`src/rtl/mem_responder_if.sv`:
```
// Request/response bundle between the memory controller and mem_responder.
interface mem_responder_if #(
    parameter int unsigned DATA_W = 8,
    parameter int unsigned ADDR_W = 5
);
    logic [ADDR_W-1:0] address;
    logic [DATA_W-1:0] writeData;
    logic              memoryReadEn;
    logic              memoryWriteEn;
    logic [DATA_W-1:0] readData;
    logic              memReady;
    logic              memBusy;
    logic              protocolErr;

    modport master (
        output address, writeData, memoryReadEn, memoryWriteEn,
        input  readData, memReady, memBusy, protocolErr
    );

    modport slave (
        input  address, writeData, memoryReadEn, memoryWriteEn,
        output readData, memReady, memBusy, protocolErr
    );
endinterface

```
`src/rtl/mem_responder.sv`:
```
// Fixed-latency word memory with a one-cycle completion pulse.
// Accepts a single read or write from IDLE and ignores the enables while BUSY.
module mem_responder #(
    parameter int unsigned DATA_W  = 8,
    parameter int unsigned ADDR_W  = 5,
    parameter int unsigned LATENCY = 2
) (
    input  logic            clk,
    input  logic            rst,
    mem_responder_if.slave  bus
);
    localparam int unsigned DEPTH    = 1 << ADDR_W;
    localparam logic [3:0]  CNT_LOAD = 4'(LATENCY - 1);

    typedef enum logic {IDLE, BUSY} state_e;

    state_e            state_q, state_d;
    logic [3:0]        cnt_q, cnt_d;
    logic [ADDR_W-1:0] addr_q, addr_d;
    logic [DATA_W-1:0] wdata_q, wdata_d;
    logic [DATA_W-1:0] rdata_q, rdata_d;
    logic              wr_q, wr_d;
    logic              ready_q, ready_d;
    logic              perr_q, perr_d;
    logic              mem_we;
    logic [DATA_W-1:0] mem_q [DEPTH];

    always_comb begin
        state_d = state_q;
        cnt_d   = cnt_q;
        addr_d  = addr_q;
        wdata_d = wdata_q;
        rdata_d = rdata_q;
        wr_d    = wr_q;
        ready_d = 1'b0;
        perr_d  = 1'b0;
        mem_we  = 1'b0;
        case (state_q)
            IDLE: begin
                if (bus.memoryReadEn && bus.memoryWriteEn) begin
                    perr_d = 1'b1;
                end else if (bus.memoryReadEn || bus.memoryWriteEn) begin
                    state_d = BUSY;
                    cnt_d   = CNT_LOAD;
                    addr_d  = bus.address;
                    wdata_d = bus.writeData;
                    wr_d    = bus.memoryWriteEn;
                end
            end
            BUSY: begin
                if (cnt_q != '0) begin
                    cnt_d = cnt_q - 4'd1;
                end else begin
                    state_d = IDLE;
                    ready_d = 1'b1;
                    if (wr_q) begin
                        mem_we = 1'b1;
                    end else begin
                        rdata_d = mem_q[addr_q];
                    end
                end
            end
            default: state_d = IDLE;
        endcase
    end

    always_ff @(posedge clk or negedge rst) begin
        if (!rst) begin
            state_q <= IDLE;
            cnt_q   <= '0;
            addr_q  <= '0;
            wdata_q <= '0;
            rdata_q <= '0;
            wr_q    <= 1'b0;
            ready_q <= 1'b0;
            perr_q  <= 1'b0;
        end else begin
            state_q <= state_d;
            cnt_q   <= cnt_d;
            addr_q  <= addr_d;
            wdata_q <= wdata_d;
            rdata_q <= rdata_d;
            wr_q    <= wr_d;
            ready_q <= ready_d;
            perr_q  <= perr_d;
        end
    end

    // Storage is cleared by reset, so an aborted write can never leave stale data.
    always_ff @(posedge clk or negedge rst) begin
        if (!rst) begin
            for (int unsigned i = 0; i < DEPTH; i++) begin
                mem_q[i] <= '0;
            end
        end else if (mem_we) begin
            mem_q[addr_q] <= wdata_q;
        end
    end

    assign bus.readData    = rdata_q;
    assign bus.memReady    = ready_q;
    assign bus.memBusy     = (state_q == BUSY);
    assign bus.protocolErr = perr_q;
endmodule

```
`src/flat_wrapper.sv`:
```
// flat-port wrapper written by rule: the top's interface ports become plain ports
module mem_responder_flat 
#(
    parameter int unsigned DATA_W  = 8,
    parameter int unsigned ADDR_W  = 5,
    parameter int unsigned LATENCY = 2
)
  (clk, rst, bus_address, bus_writeData, bus_memoryReadEn, bus_memoryWriteEn, bus_readData, bus_memReady, bus_memBusy, bus_protocolErr);
  mem_responder_if #(.DATA_W(DATA_W), .ADDR_W(ADDR_W)) bus_i ();
  input  logic clk;
  input  logic rst;
  input wire logic [$bits(bus_i.address)-1:0] bus_address;
  input wire logic [$bits(bus_i.writeData)-1:0] bus_writeData;
  input wire logic [$bits(bus_i.memoryReadEn)-1:0] bus_memoryReadEn;
  input wire logic [$bits(bus_i.memoryWriteEn)-1:0] bus_memoryWriteEn;
  output wire logic [$bits(bus_i.readData)-1:0] bus_readData;
  output wire logic [$bits(bus_i.memReady)-1:0] bus_memReady;
  output wire logic [$bits(bus_i.memBusy)-1:0] bus_memBusy;
  output wire logic [$bits(bus_i.protocolErr)-1:0] bus_protocolErr;
  assign bus_i.address = bus_address;
  assign bus_i.writeData = bus_writeData;
  assign bus_i.memoryReadEn = bus_memoryReadEn;
  assign bus_i.memoryWriteEn = bus_memoryWriteEn;
  assign bus_readData = bus_i.readData;
  assign bus_memReady = bus_i.memReady;
  assign bus_memBusy = bus_i.memBusy;
  assign bus_protocolErr = bus_i.protocolErr;
  mem_responder #(.DATA_W(DATA_W), .ADDR_W(ADDR_W), .LATENCY(LATENCY)) u_core (.clk(clk), .rst(rst), .bus(bus_i));
endmodule
```
`config.mk`:
```
export PLATFORM = sky130hd
export DESIGN_NAME = mem_responder_flat
export DESIGN_NICKNAME = d
export VERILOG_FILES = /design/src/rtl/mem_responder_if.sv /design/src/rtl/mem_responder.sv /design/src/flat_wrapper.sv
export SDC_FILE = /design/constraint.sdc
export NUM_CORES = 1
export LEC_CHECK = 0
export CAP_MARGIN = 5
export CORE_MARGIN = 2
export CORE_UTILIZATION = 43
export DETAILED_ROUTE_END_ITERATION = 12
export GPL_TIMING_DRIVEN = 0
export PLACE_DENSITY = 0.61
export SYNTH_ARGS = -nofsm -noshare
export SYNTH_HDL_FRONTEND = slang
export SYNTH_SLANG_ARGS = --single-unit
export TNS_END_PERCENT = 20
```
`constraint.sdc`:
```
create_clock -name clk -period 2.25 [get_ports clk]
set_clock_uncertainty 0.05 [all_clocks]
set_input_delay 0.3375 -clock clk [delete_from_list [all_inputs] [get_ports clk]]
set_output_delay 0.3375 -clock clk [all_outputs]
set_load 0.02 [all_outputs]
```
# After elaboration in Yosys (flattened, before gate mapping)
# Cells that the tools add are included.
# classes
add_sub_neg	1
n_mul	0
div_mod_pow	0
magnitude_cmp	2
n_eq_ne	3
shifts	0
mux	21
bitwise	5
n_reduce_logical	7
# ops
operator	count
256-bit bitwise mux	1
8-bit binary-select mux with 5-bit select	1
8-bit demux with 5-bit select	1
8-bit 2-to-1 mux	3
4-bit 2-to-1 mux	3
1-bit 2-to-1 mux	10
3-bit AND reduction	3
4-bit case mux with 2 select lines	1
6-bit >= comparator (second input constant)	1
6-bit by 1-bit less-than comparator with 1-bit output (second input constant)	1
5-bit NOT with 6-bit output	1
2-bit inequality test (second input constant)	2
1-bit NOT	4
4-bit nonzero test	1
4-bit by 1-bit subtractor with 4-bit output (second input constant)	1
1-bit logical AND	2
2-bit by 1-bit inequality test with 1-bit output (second input constant)	1
1-bit case mux with 2 select lines	1
1-bit logical OR	1
# word_totals
regBits	285
latchBits	0
mem_bits_rw	0
rom_bits	0
inputBits	17
out_inout_bits	11
wordCells	79
mem_count	0

# Logic depth before layout (Yosys ltp)
# Gate-level depths: netlist (run 1).
# logic_depth
depth_word	6
ltp_mapped	9
depth_no_buf	7

# Worst setup path after synthesis (run 1)
# No wires, ideal clock.
# synth_path
kind	register to register
startpoint	register u_core.cnt_q[0]
endpoint	register u_core.mem_q[248] (netlist name)
setup_time_ns	0.125
arrival_ns	1.894
required_ns	2.075
setup_slack_ns	0.181
path_stages_with_launch	9
n_path_buf	2
period_less_slack_ns	2.069
path_cell_list	dfrtp_1 -> inv_1 -> ha_1 -> and4bb_1 -> buf_6 -> nand2_4 -> or4_1 -> buf_6 -> mux2_4
# synth_between
elab_chain_len	3
# synth_rtl
item	line	source
from (decl)	mem_responder.sv:18	logic [3:0] cnt_q, cnt_d;
from (signal assigned)	mem_responder.sv:79	cnt_q <= cnt_d;
4-bit nonzero test	mem_responder.sv:51	if (cnt_q != '0) begin
1-bit 2-to-1 mux	mem_responder.sv:51	
1-bit 2-to-1 mux	mem_responder.sv:38	case (state_q)
to (signal, indexed assignment)	mem_responder.sv:96	mem_q[addr_q] <= wdata_q;
to (decl)	mem_responder.sv:26	logic [DATA_W-1:0] mem_q [DEPTH];
# No other way between the ends.
# A chain may end at the register's enable or synchronous reset.

# Worst setup path in the final report (run 1)
# layout_path
startpoint	register u_core.addr_q[0]
endpoint	register u_core.rdata_q[3] (netlist: u_core.bus.readData[3])
# layout_between
elab_chain_len	4
# layout_rtl
item	line	source
from (decl)	mem_responder.sv:19	logic [ADDR_W-1:0] addr_q, addr_d;
from (signal assigned)	mem_responder.sv:80	addr_q <= addr_d;
5-bit NOT with 6-bit output (implied by the code)	mem_responder.sv:59	rdata_d = mem_q[addr_q];
8-bit binary-select mux with 5-bit select	mem_responder.sv:59	
8-bit 2-to-1 mux (implied by the code) (2 in series)	mem_responder.sv:59	
to (signal assigned)	mem_responder.sv:82	rdata_q <= rdata_d;
to (decl)	mem_responder.sv:21	logic [DATA_W-1:0] rdata_q, rdata_d;
# No other way between the ends. The select of a mux whose other input is x is not followed.

==> summary.md, run 1 <==
| Metric | Value |
|---|---|
| Critical Path AT | `2.71 ns` |
| CTS root buf | `clkbuf_16` |
| Sequential-to-total area share from yosys stat | `53.85%` |
| Final Hold Viols | `0` |
| TritonRoute pass-1 iters | `5` |
| Cell area power density | `1315 mW/mm²` |
| H-tree depth | `1` |
| Clock-pin slew on the worst setup and hold paths | `0.06 ns` |
| Final Total Pwr | `21.61 mW` |
| CP endpoint kind | `register` |
| Starting Density | `43.52%` |
| Io pins | `28` |
| Synth Flop Type | `dfrtp_1` |
| Minimum clock period | `2.313 ns` |
| Clock sinks | `285` |
| Library cells used by synthesis | `54` |
| Vias in the first global route | `8,898` |
| Largest net degree at the start of global routing | `119` |
| TritonCTS clock tree | `built` |
| Critical-path maximum fanout | `10` |
| Mean routed wirelength per cell | `27.01 µm` |
| Fmax achieved | `432.4 MHz` |
| Avg Inst Size Synth | `14.35 µm²` |
| Post-synthesis instance area | `0.01324 mm²` |
| RSZ-0062 raised after global routing | `true` |
| Seq cells post-synth | `285` |
| Data required time of the critical path | `2.65 ns` |
| Worst skew pair latency | `0.56 ns` |
| Vias | `8,403` |
| Routed WL | `39,000 µm` |
| Post-Synthesis Cells | `923` |
| Slew margin rel. | `37.88%` |
| Die extent in x | `179.5 µm` |
| Post-DP HPWL | `25,600 µm` |
| Number of enable flip-flop cells after synthesis | `0` |
| R2r endpoint | `u_core.bus.readData[3]` |
| First-pass GRT wire length | `58,240 µm` |
| Static Leakage | `7.536 nW` |
| Net Count, Synth | `943` |
| R2R Setup Slk | `-0.06 ns` |
| Final worst setup slack | `-0.06258 ns` |
| Vias/cell | `5.819` |
| CP startpoint kind | `register` |
| Grt total ovfl | `0` |
| Fin crit share | `102.8%` |
| CTS Buf Count | `31` |
| Hold WC Path Type | `in2async` |
| Max VDD drop | `0.7313 mV` |
| Port-buffer cells | `27` |
| Worst hold margin | `0.2806 ns` |
| Asr flop ratio synth | `100.0%` |
| Initial antenna violation count | `0` |
| R2R Path Start | `u_core.addr_q[0]` |
| Worst-Margin Slew | `0.9319 ns` |
| Max Cap Viol | `0` |
| Die height | `179.5 µm` |
| Fin nets | `1,044` |
| Core area | `0.03043 mm²` |
| DRC viols | `0` |
| Initial DRC Count | `740` |
| Rows | `64` |
| Share of layout cells above drive strength 1 | `50.24%` |
| CTS Buffer Depth | `3` |
| Area Overhead vs Synth | `24.08%` |
| GRT Overall Usage | `24.09%` |
| Crit Path Class | `reg2reg` |
| Status | `finished, violations left` |
| GPL Wtd Cong | `0.9575` |
| Failing checks | `negative setup slack` |
| Antenna Nets Post-Route | `0` |
| Final Setup Violations | `3` |
| Max Slew Vio Count | `0` |
| Full die area | `0.03222 mm²` |
| Reg2reg path depth | `8` |
| Syn. warnings | `0` |
==> synthesized netlist by cell type (2+ instances only) <==
master | number | area (µm²)
nand4b_1 | 5 | 43.79
xnor2_1 | 2 | 17.52
or3b_1 | 2 | 17.52
o22ai_1 | 37 | 231.5
nor2b_1 | 3 | 18.77
nor3_1 | 2 | 10.01
mux4_2 | 18 | 405.4
nor3_4 | 3 | 48.80
or4_1 | 4 | 30.03
mux2_2 | 252 | 2838
buf_2 | 21 | 105.1
o2111ai_1 | 5 | 43.79
nand4bb_1 | 3 | 33.78
o21ai_0 | 4 | 20.02
a22oi_1 | 5 | 37.54
mux2i_1 | 88 | 880.8
nor2_2 | 15 | 93.84
or4bb_1 | 3 | 33.78
or4b_1 | 2 | 20.02
dfrtp_1 | 285 | 7132
nand4_1 | 2 | 12.51
buf_6 | 4 | 45.04
nor2_4 | 6 | 67.56
inv_1 | 8 | 30.03
nor2_1 | 15 | 56.30
nor3_2 | 2 | 20.02
buf_4 | 2 | 15.01
ha_1 | 3 | 37.54
a211oi_1 | 5 | 37.54
clkbuf_1 | 41 | 153.9
nand3b_1 | 4 | 30.03
nand2_1 | 10 | 37.54
nor4_1 | 10 | 62.56
buf_1 | 2 | 7.510
nor4b_1 | 2 | 17.52
mux2_4 | 24 | 360.4
o21a_1 | 7 | 52.55
==> placed cells by master (no fill, tap or decap), types with 5 or more instances in the layout <==
cell type / instances
nor2_4: 21
mux4_2: 18
buf_4: 38
buf_6: 6
a22oi_1: 5
clkbuf_16: 32
nor4_4: 5
nand2_2: 5
o2111ai_2: 5
mux2i_1: 63
o22ai_1: 26
nand4b_1: 5
buf_12: 19
mux2_4: 36
clkbuf_1: 33
nand2_1: 6
clkbuf_8: 12
dfrtp_1: 283
clkbuf_2: 5
buf_2: 5
o21a_1: 7
buf_16: 5
nor2_1: 15
mux2i_4: 11
clkdlybuf4s50_1: 26
nor3_4: 5
inv_1: 6
mux2_2: 240
mux2i_2: 14
o22ai_2: 11
==> area by class of cell <==
type | instances | area [µm²]
Tap cell | 396 | 495.5
Antenna cell | 1 | 2.502
Inverter | 8 | 30.03
Sequential cell | 285 | 7134
Clock buffer | 50 | 967.2
Buffer | 63 | 573.1
Timing Repair Buffer | 76 | 823.3
Multi-Input combinational cell | 559 | 6327
Fill cell | 2545 | 14000
Clock inverter | 6 | 80.08
==> critical path, stage by stage (launching register included) <==
cell and delay, ns:
dfrtp_1 0.37, buf_12 0.14, buf_16 0.16, buf_12 0.18
mux2i_1 0.27, o22ai_1 0.16, nor4_1 0.42, nand4_1 0.26
o21a_1 0.17
==> cell families (layout without fill, tap and decap cells) <==
family          Yosys count  count (layout)  share of synthesized area (%)
mux                     382             382                          33.86
flops                   285             285                          53.85
simple gates            104             104                          5.678
buf+inv                  79             203                          2.730
compound gates           68              68                          3.467
fa+ha+maj                 3               3                         0.2835
xor+xnor                  2               2                         0.1323
other cells               0               1                              0
==> flip-flops by register name (all words and copies together) (netlist names) <==
register and cells:
u_core.addr_q 5, u_core.wr_q 1, u_core.wdata_q 8, u_core.bus.memReady 1, u_core.bus.readData 8, u_core.bus.memBusy 1
u_core.cnt_q 4, u_core.mem_q 256, u_core.bus.protocolErr 1
==> metal layers <==
layer	part of all wire (%)	GRT usage [%]
met1	43	32.51
met3	5.4	4.518
met2	48	39.40
met4	3.7	7.902
met5	0	0
==> report_power, final <==
group          total, mW  switching [mW]  internal (mW)
Clock               5.22            2.08           3.13
Combinational       8.50            4.55           3.95
Sequential          7.89            1.14           6.76
==> what timing repair did <==
| action | CTS | global route |
|---|---|---|
| gates resized for setup | 122 | 77 |
| endpoints found under the setup margin | 233 | 249 |
| hold endpoints to repair | 63 | 0 |
| gates cloned | 0 | 1 |
| hold buffers | 1 | 0 |
| pin swaps | 18 | 22 |
| buffers inserted | 28 | 17 |
==> worst max path at each step <==
stage,startpoint,to,cells after the start
after floorplan,u_core.cnt_q[0],u_core.mem_q[248],8
after global placement,rst,u_core.mem_q[0],1
after detailed placement,u_core.addr_q[0],u_core.bus.readData[0],8
after CTS,u_core.cnt_q[0],u_core.mem_q[31],8
after global routing,u_core.addr_q[0],u_core.bus.readData[4],8
final,u_core.addr_q[0],u_core.bus.readData[3],8
==> through the flow <==
step | setup TNS (ns) | util, % | std cells | setup slack, ns | cell area [µm²]
after global routing | -1.496 | 54.00 | 1443 | -0.08501 | 16430
after CTS | -0.4648 | 52.29 | 1428 | -0.03289 | 15910
after floorplan | 0 | - | 923 | 0.1808 | 13240
after detailed placement | -54.36 | 46.24 | 1348 | -1.028 | 14070
after global placement | -3435.48 | 46.04 | 1346 | -11.89 | 14010
final | -0.08281 | 54.00 | 1444 | -0.06258 | 16430
Note: power is estimated with default switching activity, not from simulation.
==> inputs of run 2 (changes only) <==
--- a/config.mk
+++ b/config.mk
@@ -5,7 +5,8 @@
 export SDC_FILE = /design/constraint.sdc
 export NUM_CORES = 1
 export LEC_CHECK = 0
-export CAP_MARGIN = 5
+export CAP_MARGIN = 25
+export CORE_ASPECT_RATIO = 1.25
 export CORE_MARGIN = 2
 export CORE_UTILIZATION = 43
 export DETAILED_ROUTE_END_ITERATION = 12
==> summary.md, run 2 (same netlist as run 1, synthesis figures left out) <==
| Metric | Value |
|---|---|
| Critical-path maximum fanout | `10` |
| Core area | `0.03020 mm²` |
| Met2 GRT Util | `38.81%` |
| Starting Density | `43.85%` |
| Vias | `8,291` |
| CP startpoint kind | `register` |
| Final Setup Violations | `5` |
| Initial DRC Count | `486` |
| Vias/cell | `5.738` |
| Cell depth of the worst setup path | `7` |
| Status | `finished, violations left` |
| GPL Wtd Cong | `0.9517` |
| Clock sinks | `285` |
| Minimum clock period | `2.376 ns` |
| Clock-pin slew on the worst setup and hold paths | `0.06 ns` |
| DRC viols | `0` |
| Fin crit share | `105.6%` |
| R2R Setup Slk | `-0.13 ns` |
| Grt total ovfl | `0` |
| Vias in the first global route | `8,560` |
| Filler cell count | `2,579` |
| TritonCTS clock tree | `built` |
| Full die area | `0.03223 mm²` |
| Worst Setup SP | `u_core.addr_q[1]` |
| Post-Place Cells | `1,354` |
| H-tree depth | `1` |
| Met3 GRT Util | `2.195%` |
| Max Slew Vio Count | `0` |
| CP endpoint kind | `register` |
| Static Leakage | `7.475 nW` |
| Data required time of the critical path | `2.65 ns` |
| Final worst setup slack | `-0.1259 ns` |
| Area Overhead vs Synth | `22.88%` |
| Share of layout cells above drive strength 1 | `49.71%` |
| Post-DP HPWL | `25,940 µm` |
| Antenna diodes | `0` |
| GRT Overall Usage | `23.98%` |
| Leading cell type in the layout, fill and taps excluded | `dfrtp_1` |
| CTS Buffer Depth | `3` |
| First-pass GRT wire length | `57,430 µm` |
| Pre-CTS setup slack | `-1.145 ns` |
| Critical Path AT | `2.78 ns` |
| Setup_tns | `-0.3218 ns` |
| CP max stage cell | `nor4_4` |
| Worst-Margin Slew | `1.048 ns` |
| GRT busiest layer | `met2` |
| Hold WC Path Type | `in2async` |
| Non-Filler Instances | `1,445` |
| Most frequent cells in the layout | `dfrtp_1, mux2_2, mux2i_1, clkbuf_1, buf_4` |
| Routed WL | `37,840 µm` |
| Antenna Nets Post-Route | `0` |
| Max stage delay on crit path | `0.50 ns` |
| Fmax achieved | `420.9 MHz` |
| Largest net degree at the start of global routing | `121` |
| R2r endpoint | `u_core.bus.readData[4]` |
| Worst skew pair latency | `0.57 ns` |
| Die extent in x | `161.0 µm` |
| R2R Path Start | `u_core.addr_q[1]` |
| Buf/Inv on CP | `2` |
| Rows | `71` |
| CTS Buf Count | `30` |
| RSZ-0062 raised after global routing | `true` |
| Die height | `200.2 µm` |
| Grt met1 use | `33.69%` |
| Port-buffer cells | `27` |
| Max Cap Viol | `0` |
| Crit path capture | `u_core.bus.readData[4]` |
| Initial antenna violation count | `0` |
| Worst-path cell chain | `buf_4 -> buf_6 -> nand4b_1 -> o22ai_1 -> nor4_4 -> o2111ai_2 -> o21a_1` |
| Fin nets | `1,042` |
| Failing checks | `negative setup slack` |
| Final Hold Viols | `0` |
| Max VDD drop | `0.8224 mV` |
| CTS root buf | `clkbuf_16` |
| Reg2reg path depth | `7` |
| Io pins | `28` |
| Largest Register | `u_core.mem_q` |
| Max reg flops | `256` |
| Largest delay share family, worst path | `simple AND/OR/NAND/NOR gates` |
| Crit Path Class | `reg2reg` |
| TritonRoute pass-1 iters | `5` |
| Cell area power density | `1300 mW/mm²` |
| Slew margin rel. | `30.16%` |
| Mean routed wirelength per cell | `26.18 µm` |
[run 2: timing repair]
item                                   CTS  global route
endpoints found under the hold margin   88             0
resized for setup                      125            53
pin swaps                               25            11
gates cloned                             0             0
hold buffers                             1             0
setup endpoints to repair              192           248
setup buffers                           23            18
[run 2: per-stage QoR]
step	util, %	hold WS [ns]	power, mW	instance area, µm²
2_1_floorplan	-	-0.008091	12.04	13240
3_3_place_gp	46.40	0.4294	14.62	14020
3_5_place_dp	46.64	0.3672	14.79	14090
4_1_cts	52.61	0.3218	20.68	15890
5_1_grt	53.88	0.3461	22.11	16270
6_report	53.88	0.3409	21.15	16270
[run 2: layer usage]
| layer | part of all wire, % | up-vias |
|---|---|---|
| li1 | - | 3607 |
| met1 | 44 | 4409 |
| met2 | 48 | 209 |
| met3 | 4.0 | 66 |
| met4 | 4.5 | 0 |
| met5 | 0 | - |
[run 2: cell type report]
class | instances | area (µm²) | share of cell area, %
sequential | 285 | 7136 | 43.85
clock buffer | 44 | 904.6 | 5.559
buffer | 66 | 548.0 | 3.367
inverter | 8 | 30.03 | 0.1845
clock inverter | 10 | 75.07 | 0.4613
tap | 401 | 501.7 | 3.083
timing repair buffer | 72 | 817.0 | 5.020
multi-input combinational | 559 | 6262 | 38.48
[run 2: how the worst min path moves through the flow]
stage | end | slack (ns) | cells past startpoint
after floorplan | u_core.addr_q[0] | -0.008 | 0
after global placement | u_core.bus.readData[4] | 0.43 | 1
after detailed placement | u_core.mem_q[70] | 0.37 | 1
after CTS | u_core.wdata_q[6] | 0.32 | 2
after global routing | u_core.wdata_q[6] | 0.35 | 2
final | u_core.mem_q[76] | 0.34 | 2
[run 2: report_power, final]
group	internal (mW)	leakage, nW	switching, mW	total (mW)
sequential	6.76	3.89	1.12	7.88
combinational	3.91	3.09	4.45	8.35
clock	2.88	0.495	2.05	4.92
total	13.5	7.48	7.61	21.2
